### src/rtl/vga_layer_scheduler.sv
// -----------------------------------------------------------------------------
// vga_layer_scheduler
//
// Per-pixel arbiter and frame-synchronous configuration controller that sits
// in front of the VGA driver's colour inputs. Three pixel-layer requesters
// (digits = layer 0, colon = layer 1, background art = layer 2) share the
// driver's red/green/blue_color and drive_enable inputs. Layer 0 has the
// highest priority. Each layer can be enabled and blinked. Config writes go to
// shadow registers and are committed only at frame start, so a frame is never
// drawn with a half-updated configuration.
//
// Optional feature (macro VGA_SCHED_COLLISION_CNT_EN): a per-frame count of
// visible pixels where two or more enabled layers requested at once. With the
// macro undefined, collision_count is tied to 0 and no counter is built.
//
// Ports:
//   clock_100mhz     system clock
//   reset_n          asynchronous active-low reset
//   Hcnt, Vcnt       horizontal/vertical counters from the VGA driver
//   layer_req[2:0]   per-layer pixel request, bit 0 highest priority
//   layer_color[35:0]{l2,l1,l0} RGB444 colours, l0 in [11:0]
//   cfg_wr           config write strobe (one clock)
//   cfg_addr[1:0]    config register select
//   cfg_data[11:0]   config write data
//   red/green/blue_color  4-bit colour to the driver
//   drive_enable     colour-drive enable to the driver
//   grant[2:0]       one-hot winning layer, 0 when background or blanked
//   frame_start      one-clock pulse when Vcnt wraps to 0
//   collision_count  collisions counted in the previous frame
//
// Config map:
//   addr0: [11:0] background colour
//   addr1: [2:0] layer_en, [3] master_en
//   addr2: [2:0] blink_mask
//   addr3: [5:0] blink_period in frames (0 = no blinking)
//
// Config port protocol: there is no ready; the block accepts a write on every
// clock where cfg_wr is high. A write landing on the frame_start clock is
// forwarded straight into that frame's commit.
// -----------------------------------------------------------------------------
module vga_layer_scheduler #(
  parameter int HDISP_ON  = 144,
  parameter int HDISP_OFF = 784,
  parameter int VDISP_ON  = 35,
  parameter int VDISP_OFF = 514,
  parameter int CNT_W     = 16
) (
  input  logic             clock_100mhz,
  input  logic             reset_n,
  input  logic [9:0]       Hcnt,
  input  logic [9:0]       Vcnt,
  input  logic [2:0]       layer_req,
  input  logic [35:0]      layer_color,
  input  logic             cfg_wr,
  input  logic [1:0]       cfg_addr,
  input  logic [11:0]      cfg_data,
  output logic [3:0]       red_color,
  output logic [3:0]       green_color,
  output logic [3:0]       blue_color,
  output logic             drive_enable,
  output logic [2:0]       grant,
  output logic             frame_start,
  output logic [CNT_W-1:0] collision_count
);

  localparam logic [9:0] H_ON  = 10'(HDISP_ON);
  localparam logic [9:0] H_OFF = 10'(HDISP_OFF);
  localparam logic [9:0] V_ON  = 10'(VDISP_ON);
  localparam logic [9:0] V_OFF = 10'(VDISP_OFF);

  // ---------------------------------------------------------------------------
  // Pixel strobe and frame start from the driver counters
  // ---------------------------------------------------------------------------
  logic [9:0] h_q;
  logic [9:0] v_q;
  logic       pix_stb;

  always_ff @(posedge clock_100mhz or negedge reset_n) begin
    if (!reset_n) begin
      h_q <= 10'd0;
      v_q <= 10'd0;
    end else begin
      h_q <= Hcnt;
      v_q <= Vcnt;
    end
  end

  // A new pixel is whatever clock sees Hcnt differ from last clock.
  assign pix_stb = (Hcnt != h_q);
  // Fires only on the wrap into Vcnt==0; v_q is 0 for the rest of that line.
  assign frame_start = (v_q != 10'd0) && (Vcnt == 10'd0);

  // ---------------------------------------------------------------------------
  // Shadow / active configuration
  // ---------------------------------------------------------------------------
  logic [11:0] sh_bg,     sh_bg_n,     act_bg;
  logic [2:0]  sh_en,     sh_en_n,     act_en;
  logic        sh_master, sh_master_n, act_master;
  logic [2:0]  sh_mask,   sh_mask_n,   act_mask;
  logic [5:0]  sh_period, sh_period_n;

  // Next shadow value includes this clock's write, so a write on the
  // frame_start clock is committed in the same frame.
  always_comb begin
    sh_bg_n     = sh_bg;
    sh_en_n     = sh_en;
    sh_master_n = sh_master;
    sh_mask_n   = sh_mask;
    sh_period_n = sh_period;
    if (cfg_wr) begin
      case (cfg_addr)
        2'd0: sh_bg_n = cfg_data;
        2'd1: begin
          sh_en_n     = cfg_data[2:0];
          sh_master_n = cfg_data[3];
        end
        2'd2: sh_mask_n   = cfg_data[2:0];
        default: sh_period_n = cfg_data[5:0];
      endcase
    end
  end

  always_ff @(posedge clock_100mhz or negedge reset_n) begin
    if (!reset_n) begin
      sh_bg      <= 12'h000;
      sh_en      <= 3'b111;
      sh_master  <= 1'b1;
      sh_mask    <= 3'b000;
      sh_period  <= 6'd0;
      act_bg     <= 12'h000;
      act_en     <= 3'b111;
      act_master <= 1'b1;
      act_mask   <= 3'b000;
    end else begin
      sh_bg     <= sh_bg_n;
      sh_en     <= sh_en_n;
      sh_master <= sh_master_n;
      sh_mask   <= sh_mask_n;
      sh_period <= sh_period_n;
      if (frame_start) begin
        act_bg     <= sh_bg_n;
        act_en     <= sh_en_n;
        act_master <= sh_master_n;
        act_mask   <= sh_mask_n;
      end
    end
  end

  // ---------------------------------------------------------------------------
  // Blink timing: advances on frame_start using the period being committed
  // on that same clock, so there is no separate active copy of the period.
  // ---------------------------------------------------------------------------
  logic [5:0] frame_cnt;
  logic       blink_phase;

  always_ff @(posedge clock_100mhz or negedge reset_n) begin
    if (!reset_n) begin
      frame_cnt   <= 6'd0;
      blink_phase <= 1'b1;
    end else if (frame_start) begin
      if (sh_period_n == 6'd0) begin
        frame_cnt   <= 6'd0;
        blink_phase <= 1'b1;
      end else if (frame_cnt == sh_period_n - 6'd1) begin
        frame_cnt   <= 6'd0;
        blink_phase <= ~blink_phase;
      end else begin
        frame_cnt <= frame_cnt + 6'd1;
      end
    end
  end

  // ---------------------------------------------------------------------------
  // Arbitration
  // ---------------------------------------------------------------------------
  logic [2:0]  eligible;
  logic [2:0]  win_grant;
  logic [11:0] win_color;
  logic        visible;

  assign eligible = layer_req & act_en & ~(act_mask & {3{~blink_phase}});
  assign visible  = (Hcnt >= H_ON) && (Hcnt <= H_OFF) &&
                    (Vcnt >= V_ON) && (Vcnt <= V_OFF);

  always_comb begin
    win_grant = 3'b000;
    win_color = act_bg;
    if (eligible[0]) begin
      win_grant = 3'b001;
      win_color = layer_color[11:0];
    end else if (eligible[1]) begin
      win_grant = 3'b010;
      win_color = layer_color[23:12];
    end else if (eligible[2]) begin
      win_grant = 3'b100;
      win_color = layer_color[35:24];
    end
  end

  // Outputs are registered and change only on the clock after a pixel strobe.
  always_ff @(posedge clock_100mhz or negedge reset_n) begin
    if (!reset_n) begin
      red_color    <= 4'h0;
      green_color  <= 4'h0;
      blue_color   <= 4'h0;
      drive_enable <= 1'b0;
      grant        <= 3'b000;
    end else if (pix_stb) begin
      if (visible && act_master) begin
        red_color    <= win_color[11:8];
        green_color  <= win_color[7:4];
        blue_color   <= win_color[3:0];
        drive_enable <= 1'b1;
        grant        <= win_grant;
      end else begin
        red_color    <= 4'h0;
        green_color  <= 4'h0;
        blue_color   <= 4'h0;
        drive_enable <= 1'b0;
        grant        <= 3'b000;
      end
    end
  end

  // ---------------------------------------------------------------------------
  // Optional collision counter
  // ---------------------------------------------------------------------------
`ifdef VGA_SCHED_COLLISION_CNT_EN
  logic [2:0]       en_req;
  logic             coll_hit;
  logic [CNT_W-1:0] coll_q;
  logic [CNT_W-1:0] coll_out_q;

  assign en_req = layer_req & act_en;
  // Clearing the lowest set bit leaves a non-zero value iff two or more set.
  assign coll_hit = pix_stb && visible && ((en_req & (en_req - 3'd1)) != 3'd0);

  always_ff @(posedge clock_100mhz or negedge reset_n) begin
    if (!reset_n) begin
      coll_q     <= '0;
      coll_out_q <= '0;
    end else if (frame_start) begin
      coll_out_q <= coll_q;
      coll_q     <= coll_hit ? CNT_W'(1) : '0;
    end else if (coll_hit && (coll_q != {CNT_W{1'b1}})) begin
      coll_q <= coll_q + CNT_W'(1);
    end
  end

  assign collision_count = coll_out_q;
`else
  assign collision_count = '0;
`endif

endmodule

### config.mk
export PLATFORM = sky130hd
export DESIGN_NAME = vga_layer_scheduler
export DESIGN_NICKNAME = d
export VERILOG_FILES = /design/src/rtl/vga_layer_scheduler.sv
export SDC_FILE = /design/constraint.sdc
export NUM_CORES = 1
export LEC_CHECK = 0
export BUFFER_PORTS_ARGS = -buffer_cell sky130_fd_sc_hd__buf_4
export CAP_MARGIN = 20
export CORE_MARGIN = 8
export CORE_UTILIZATION = 44
export CTS_CLUSTER_DIAMETER = 50
export DETAILED_ROUTE_END_ITERATION = 7
export HOLD_SLACK_MARGIN = 0.03
export PLACE_DENSITY = 0.79
export SLEW_MARGIN = 20
export SYNTH_ARGS = -nofsm -noshare
export SYNTH_HDL_FRONTEND = slang
export SYNTH_SLANG_ARGS = --single-unit
### constraint.sdc
create_clock -name clock_100mhz -period 3.6 [get_ports clock_100mhz]
set_input_delay 0.72 -clock clock_100mhz [delete_from_list [all_inputs] [get_ports clock_100mhz]]
set_output_delay 0.72 -clock clock_100mhz [all_outputs]
set_load 0.05 [all_outputs]
==> results.yml, run 1 <==
sta:
  hold_viol: 0
  clock_skew_ns: 0.0133
  setup_tns_ns: 0
  max_freq_mhz: 378
  tightestPinTransition_ns: 0.867
  holdWs_ns: 0.412
  rsz0062_at_grt: "false"
  setup_viol: 0
  finalCritPeriodShare_pct: 73.5
  slew_headroom_pct: 42.2
  period_minus_slack_ns: 2.65
  drv_slew: 0
placed_design:
  dp_hpwl_um: 7380
  io_buffers: 92
  gp_congestion: 0.835
  dp.cells: 543
drt:
  detail_route.first_pass.iterations: 4
  wl_per_cell_um: 17.5
  drc: 0
  drtIter0Drc: 169
  vias_per_cell: 5.24
  vias: 2928
  drt-total-wl_um: 9790
  final_antenna_net_count: 0
synth:
  post_synth_num_cell_types: 46
  yosysSeqAreaShare_pct: 53.6
  synth_ff_type: "dfrtp_1"
  synth-async-reset-ratio_pct: 100
  synth_area_mm2: 0.00408
  ys_warn_count: 0
  synth_edf_count: 0
  syn_inst: 347
  syn_avg_cell_area_um2: 11.8
  synth_seq_cells: 87
clock_tree:
  cts_resized: 0
  cts.clk_slew.worst_paths_ns: 0.09
  clk_latency_ns: 0.35
  ctsLongestPathBuffers: 2
  cts_tree: "yes"
  hold_buffers: 0
  clock_sinks: 87
  htree_num_levels: 3
  cts_buffers: 9
  cts_setup_buffers: 0
  cts_root_buffer: "clkbuf_8"
floorplan:
  ios: 109
  dieArea_mm2: 0.0126
  initial_utilization_pct: 44.8
  die_x_um: 112
  die_h_um: 112
  rows: 35
  core_mm2: 0.00911
outcome:
  status: "finished, final reports clean"
setup_path:
  cp-start-kind: "primary input"
  cp.arrival_ns: 1.93
  critPathCaptureType: "primary output"
  r2r-end: "frame_cnt[0]"
  reg2reg_from: "sh_period[0]"
  ff2ff_path_depth: 8
  r2r_slack_ns: 1.36
  critPathKind: "primary input to primary output"
  cp_max_fo: 4
  crit_required_ns: 2.88
run:
  drv_cap: 0
cells_and_area:
  fin_cells: 559
  final_common_cell: "buf_4"
  syn_to_final_growth_pct: 25.0
  final_cell_mix: "97 x buf_4, 78 x dfrtp_1, 40 x mux2_2, 28 x nand2_1, 18 x o21ai_0"
  drive_above_1_share_pct: 38.4
  diodes: 0
  fin_nets: 522
global_routing:
  grt_use_met2_pct: 26.0
  grt_overflow: 0
  grt_pass1_wl_um: 16100
  grt_use_met3_pct: 4.24
  grt_use_total_pct: 15.9
  busiest_layer: "met2"
  grtUsageMet1_pct: 19.6
  antenna_found_initial: 0
  grt_max_degree: 88
  grt_pass1_vias: 3156
pwr:
  peakVddDrop_mv: 0.227
  power_density_mw_per_mm2: 441
  finalPower_w: 0.00225
  leakage_nw: 2.43
min_path:
  hold_class: "primary input to asynchronous set/reset pin"
==> logic make-up after synthesis <==
logic type	share of synthesized area (%)
compound gates	10.9
other cells	0.0919
buf+inv	5.27
flops	53.6
xor+xnor	4.45
mux	15.6
simple gates	9.17
fa+ha+maj	0.920
==> critical path, cell delays in order <==
cell     delay (ns)
buf_4          0.12
nor4_1         0.39
nand4_1        0.23
inv_1          0.23
buf_4          0.24
==> layout make-up <==
class	instances	area, µm²
flip-flops and latches	87	2190
fillers	787	4010
repair buffers	98	739
well taps	111	139
multi-input cells	236	1740
clock buffers	11	151
clock inverters	5	104
inverters	11	41.3
==> registers in the layout, summed over array words and instances, names as in the netlist <==
register	cells
h_q	10
v_q	10
act_master	1
blue_color	4
sh_bg	12
red_color	4
grant	3
act_bg	12
drive_enable	1
sh_mask	3
blink_phase	1
green_color	4
sh_period	6
act_mask	3
sh_en	3
sh_master	1
act_en	3
frame_cnt	6
==> synthesized netlist by cell type, types with 2 or more instances <==
cell type | count | share of area (%)
dfrtp_1 | 78 | 48
mux2_2 | 40 | 11
inv_1 | 11 | 1.0
a21oi_1 | 15 | 1.8
dfstp_2 | 9 | 5.8
o21ai_0 | 18 | 2.2
mux2i_4 | 2 | 1.1
xor2_2 | 2 | 0.80
buf_4 | 16 | 2.9
nand3b_1 | 2 | 0.37
nor2_1 | 17 | 1.6
o41ai_1 | 2 | 0.43
a21o_1 | 2 | 0.37
nand4_1 | 4 | 0.61
xor2_1 | 3 | 0.64
nand3_1 | 3 | 0.37
nor4_1 | 5 | 0.77
a22o_1 | 3 | 0.64
xnor2_1 | 14 | 3.0
o31a_1 | 3 | 0.64
clkbuf_1 | 9 | 0.83
ha_1 | 3 | 0.92
nand2_1 | 28 | 2.6
mux2i_1 | 14 | 3.4
a211oi_1 | 13 | 2.4
o31ai_1 | 3 | 0.55
nor3_1 | 7 | 0.86
or3_1 | 2 | 0.31
o211ai_1 | 2 | 0.37
==> power by group <==
group / internal [W] / switching, W / leakage (nW) / total (W)
logic: 0.000154 / 0.000174 / 1.23 / 0.000328
clock network: 0.000499 / 0.000339 / 0.130 / 0.000838
registers: 0.00105 / 0.0000301 / 1.07 / 0.00108
total: 0.00171 / 0.000543 / 2.43 / 0.00225
==> how the worst max path moves through the flow <==
stage | startpoint | to | slack, ns | depth (start not counted)
global route | cfg_addr[0] | frame_cnt[0] | 0.84 | 10
floorplan | Vcnt[8] | frame_start | 0.95 | 4
finish | Vcnt[8] | frame_start | 0.95 | 5
detailed placement | cfg_addr[0] | frame_cnt[0] | 0.61 | 10
global placement | cfg_addr[0] | frame_cnt[0] | 0.74 | 9
CTS | Vcnt[8] | frame_start | 0.96 | 5
==> routing by layer <==
layer / up-vias / routed length [µm]
li1: 1395 / -
met1: 1429 / 4220
met2: 88 / 4820
met3: 16 / 562
met4: 0 / 180
met5: - / 0
==> through the flow <==
stage	instance area [µm²]	worst slack [ns]	util (%)
2_1_floorplan	4140	0.955	-
3_3_place_gp	4840	0.745	53.2
3_5_place_dp	4840	0.612	53.2
4_1_cts	5100	0.960	56.0
5_1_grt	5100	0.840	56.0
6_report	5100	0.952	56.0
No activity file was read; power rests on OpenSTA's default activity.
==> run 2: changes to the inputs <==
Settings changed: ABC_AREA from default to 1, PLACE_DENSITY 0.79 to 0.78.
Clock period 3.6 ns to 2.55 ns, I/O delays scaled along.
==> results.yml, run 2 <==
outcome:
  status: "finished, final reports clean"
clock_tree:
  cts_resized: 0
  hold_buffers: 0
  cts.clk_slew.worst_paths_ns: 0.08
  cts_tree: "yes"
  clk_latency_ns: 0.35
  htree_num_levels: 3
  cts_buffers: 9
  ctsLongestPathBuffers: 2
  cts_setup_buffers: 0
  clock_sinks: 87
  cts_root_buffer: "clkbuf_8"
floorplan:
  ios: 109
  rows: 36
  die_h_um: 114
  dieArea_mm2: 0.0131
  initial_utilization_pct: 44.3
  core_mm2: 0.00959
  die_x_um: 114
drt:
  detail_route.first_pass.iterations: 4
  wl_per_cell_um: 13.7
  drc: 0
  drtIter0Drc: 252
  final_antenna_net_count: 0
  vias: 3567
  drt-total-wl_um: 10100
  vias_per_cell: 4.85
pwr:
  peakVddDrop_mv: 0.323
  power_density_mw_per_mm2: 605
  leakage_nw: 2.70
global_routing:
  antenna_found_initial: 0
  grt_pass1_vias: 3603
  grt_overflow: 0
  grt_pass1_wl_um: 16600
  grt_max_degree: 50
  grt_use_total_pct: 15.9
sta:
  period_minus_slack_ns: 2.08
  drv_slew: 0
  setup_tns_ns: 0
  setup_viol: 0
  max_freq_mhz: 481
  finalCritPeriodShare_pct: 81.5
  holdWs_ns: 0.122
  slew_headroom_pct: 50.0
  tightestPinTransition_ns: 0.747
  hold_viol: 0
  rsz0062_at_grt: "false"
  clock_skew_ns: 0.00800
placed_design:
  dp.cells: 720
  dp_hpwl_um: 7780
  io_buffers: 92
  gp_congestion: 0.829
cells_and_area:
  fin_cells: 736
  drive_above_1_share_pct: 24.7
  largestRegisters: "act_bg (12), sh_bg (12)"
  fin_nets: 677
  final_cell_mix: "171 x nand2_1, 98 x buf_4, 78 x dfrtp_1, 45 x inv_1, 41 x o21ai_0"
  final_common_cell: "nand2_1"
  diodes: 0
  syn_to_final_growth_pct: 23.7
setup_path:
  critPathKind: "register to primary output"
  critPathCaptureType: "primary output"
  cp_max_fo: 3
  cp-start-kind: "register"
  crit_required_ns: 2.04
  reg2reg_from: "blink_phase"
  crit_start: "v_q[3]"
  ff2ff_path_depth: 7
  cp.arrival_ns: 1.57
  r2r_slack_ns: 0.63
  r2r-end: "green_color[1]"
synth:
  synthMostInstantiatedCell: "nand2_1"
  synth-async-reset-ratio_pct: 100
  synth_commonest_cells: "171 x nand2_1, 78 x dfrtp_1, 45 x inv_1"
  synth_edf_count: 0
  synth_ff_type: "dfrtp_1"
  ys_warn_count: 0
  yosysTopAreaCell: "dfrtp_1"
  netlist_top_cells_area: "dfrtp_1 46%, nand2_1 15%, dfstp_2 5.6%"
  yosysSeqAreaShare_pct: 51.5
  synth_area_mm2: 0.00425
  post_synth_num_cell_types: 37
  syn_inst: 506
  syn_avg_cell_area_um2: 8.40
  synth_top_cell_area_share_pct: 45.9
  synth_seq_cells: 87
run:
  drv_cap: 0
min_path:
  hold_class: "primary input to asynchronous set/reset pin"
==> run 2: changes by cell type in the layout (fill, tap and decap cells not counted), moves of 5 or more <==
cell	change
a211oi_1	-12
inv_1	+34
mux2_2	-34
mux2i_1	-14
nand2_1	+143
nand3_1	+32
nor3_1	-5
o21ai_0	+23
or2_2	+5
xnor2_1	-9
==> run 2: cell type report <==
| class | count | area, µm² |
|---|---|---|
| fill | 909 | 4340 |
| sequential | 87 | 2190 |
| multi-input combinational | 353 | 1730 |
| timing repair buffer | 99 | 756 |
| inverter | 48 | 180 |
| tap | 133 | 166 |
| clock buffer | 12 | 165 |
| clock inverter | 4 | 76.3 |
==> run 2: routing by layer <==
layer / up-vias / track usage [%] / part of all wire, %
met5: - / 0 / 0
met4: 0 / 6.21 / 1.2
met3: 9 / 4.11 / 9.0
met2: 114 / 26.2 / 48
met1: 1670 / 19.4 / 42
li1: 1774 / - / -
==> run 2: how the worst max path moves through the flow <==
stage                     slack (ns)          end  depth (start not counted)
after floorplan                 0.43  blink_phase                         17
after global placement          0.29  blink_phase                         17
after detailed placement        0.15  blink_phase                         17
after CTS                       0.43  frame_start                          4
after global routing            0.36  blink_phase                         16
final                           0.47  frame_start                          4
==> run 2: stage by stage <==
step	worst slack (ns)	total power, W	cell area [µm²]	util [%]
floorplan	0.430	0.00190	4310	-
global placement	0.287	0.00209	5020	52.3
detailed placement	0.147	0.00211	5020	52.3
CTS	0.430	0.00321	5260	54.8
global route	0.358	0.00334	5260	54.8
finish	0.472	0.00318	5260	54.8
==> run 2: cell families (layout without fill, tap and decap cells) <==
group                      Yosys count  after routing  share of synthesized area, %
other                                1             16                        0.0882
buffers and inverters               81            163                          9.27
adders and majority gates            3              3                         0.883
AOI/OAI and AO/OA                   69             69                          9.27
DFF                                 87             87                          51.5
and+or+nand+nor                    247            247                          25.0
xor gates and xnor gates            12             12                          2.47
muxes                                6              6                          1.59
==> run 2: power by group <==
group	total [W]	internal (W)	switching (W)
logic	0.000542	0.000202	0.000339
clock network	0.00111	0.000634	0.000473
registers	0.00153	0.00149	0.0000385
total	0.00318	0.00233	0.000851
==> run 2: worst max-delay path, stage by stage, from the launching register on <==
cell,delay (ns)
dfrtp_1,0.36
or2_2,0.29
nor4_1,0.24
a21oi_2,0.12
buf_4,0.21
==> run 3: changes to the inputs <==
Settings changed: PLACE_DENSITY 0.78 to 0.81.
Clock period 2.55 ns to 1.9 ns, I/O delays scaled along.
==> results.yml, run 3 (same netlist as run 2, synthesis figures left out) <==
cells_and_area:
  drive_above_1_share_pct: 27.9
  syn_to_final_growth_pct: 27.7
  fin_nets: 693
  n_fill_cell: 836
  fin_cells: 752
  final_cell_mix: "166 x nand2_1, 110 x buf_4, 78 x dfrtp_1, 44 x inv_1, 41 x o21ai_0"
  fin_area_mm2: 0.00543
  diodes: 0
  largestRegisters: "act_bg (12), sh_bg (12)"
  final_common_cell: "nand2_1"
sta:
  drv_slew: 0
  slew_headroom_pct: 63.9
  rsz0062_at_grt: "true"
  hold_viol: 0
  finalCritPeriodShare_pct: 93.2
  setup_viol: 0
  max_freq_mhz: 565
  tightestPinTransition_ns: 0.542
  period_minus_slack_ns: 1.77
  clock_skew_ns: 0.0135
clock_tree:
  cts_tree: "yes"
  cts_buffers: 9
  cts_root_buffer: "clkbuf_8"
  clk_latency_ns: 0.36
  cts.clk_slew.worst_paths_ns: 0.09
  ctsLongestPathBuffers: 2
  clock_sinks: 87
  htree_num_levels: 3
drt:
  wl_per_cell_um: 13.8
  detail_route.first_pass.iterations: 4
  drtIter0Drc: 214
  drc: 0
  final_antenna_net_count: 0
  vias_per_cell: 4.77
  vias: 3585
  drt-total-wl_um: 10400
setup_path:
  cp.arrival_ns: 1.39
  crit_family: "simple AND/OR/NAND/NOR gates"
  cp-start-kind: "register"
  ff2ff_path_depth: 16
  reg2reg_from: "sh_period[0]"
  crit_start: "v_q[3]"
  crit_buf_inv: 1
  critPathCaptureType: "primary output"
  critPathKind: "register to primary output"
  cp_max_fo: 3
  cp_cell_sequence: "or2_4 -> nor4_4 -> a21oi_2 -> buf_6"
  critPathSlowestCell: "dfrtp_1"
  r2r_slack_ns: 0.15
  r2r-end: "blink_phase"
  crit_required_ns: 1.52
  slowest_delay_ns: 0.37
floorplan:
  core_mm2: 0.00959
  initial_utilization_pct: 44.3
  rows: 36
  dieArea_mm2: 0.0131
  ios: 109
  die_h_um: 114
  die_x_um: 114
global_routing:
  grt_pass1_wl_um: 17500
  grt_pass1_vias: 3810
  grt_use_total_pct: 16.6
  antenna_found_initial: 0
  grt_max_degree: 42
  grt_overflow: 0
placed_design:
  dp.cells: 734
  dp_hpwl_um: 8060
  place_area_mm2: 0.00518
  io_buffers: 92
  gp_congestion: 0.827
min_path:
  hold_class: "primary input to register"
  whs_path_depth: 1
  min_to: "h_q[6]"
  hold_path.startpoint: "Hcnt[6]"
outcome:
  status: "finished, final reports clean"
run:
  drv_cap: 0
pwr:
  peakVddDrop_mv: 0.303
  leakage_nw: 2.77
  power_density_mw_per_mm2: 764
==> run 3: cell types whose count changed in the layout (fill, tap and decap cells not counted), sizes merged <==
cell,delta
buf,+15
clkbuf,-2
bufinv,-1
clkinv,+1
clkinvlp,+1
dlygate4sd3,+1
inv,+1
==> run 3: report_power, final <==
part	leakage [nW]	internal [W]	switching [W]	total [W]
clock	0.0931	0.000618	0.000686	0.00130
combinational	1.65	0.000313	0.000476	0.000789
sequential	1.02	0.00200	0.0000499	0.00205
==> run 3: worst max path at each step <==
stage / cells after the start / endpoint / slack (ns)
after floorplan: 17 / blink_phase / -0.0003
after global placement: 15 / blink_phase / -0.04
after detailed placement: 17 / blink_phase / -0.13
after CTS: 4 / frame_start / 0.003
after global routing: 14 / blink_phase / -0.03
final: 4 / frame_start / 0.13
==> run 3: metrics by stage <==
stage          util [%]  hold slack (ns)  setup slack (ns)  power, W  setup TNS, ns
6_report           56.6            0.140             0.129   0.00415              0
5_1_grt            56.6            0.126           -0.0271   0.00436        -0.0271
4_1_cts            56.4            0.125           0.00309   0.00418              0
3_5_place_dp       54.0            0.396            -0.125   0.00287         -0.593
3_3_place_gp       54.0            0.396           -0.0415   0.00284        -0.0429
2_1_floorplan         -           0.0844         -0.000264   0.00258      -0.000264
==> run 3: timing repair <==
| action | 4_1_cts | 5_1_grt |
|---|---|---|
| hold buffers | 1 | 0 |
| gates resized for setup | 2 | 6 |
| setup endpoints to repair | 1 | 6 |
| setup buffers | 0 | 1 |
| hold endpoints to repair | 34 | 0 |
| pin swaps | 0 | 10 |
==> run 3: final cells by class <==
| type | count | area (µm²) | area share (%) |
|---|---|---|---|
| sequential | 87 | 2190 | 40.3 |
| multi-input combinational | 353 | 1790 | 33.0 |
| timing repair buffer | 115 | 907 | 16.7 |
| inverter | 48 | 180 | 3.32 |
| tap | 133 | 166 | 3.06 |
| clock buffer | 10 | 128 | 2.35 |
| clock inverter | 6 | 71.3 | 1.31 |
==> run 3: per-layer routing <==
metal	share of wire [%]	vias to the layer above	GRT usage, %	wire [µm]
met3	7.0	8	4.22	724
met4	0.82	0	4.70	85
met2	50	101	29.3	5150
met1	43	1674	19.5	4430
li1	-	1802	-	-
met5	0	-	0	0
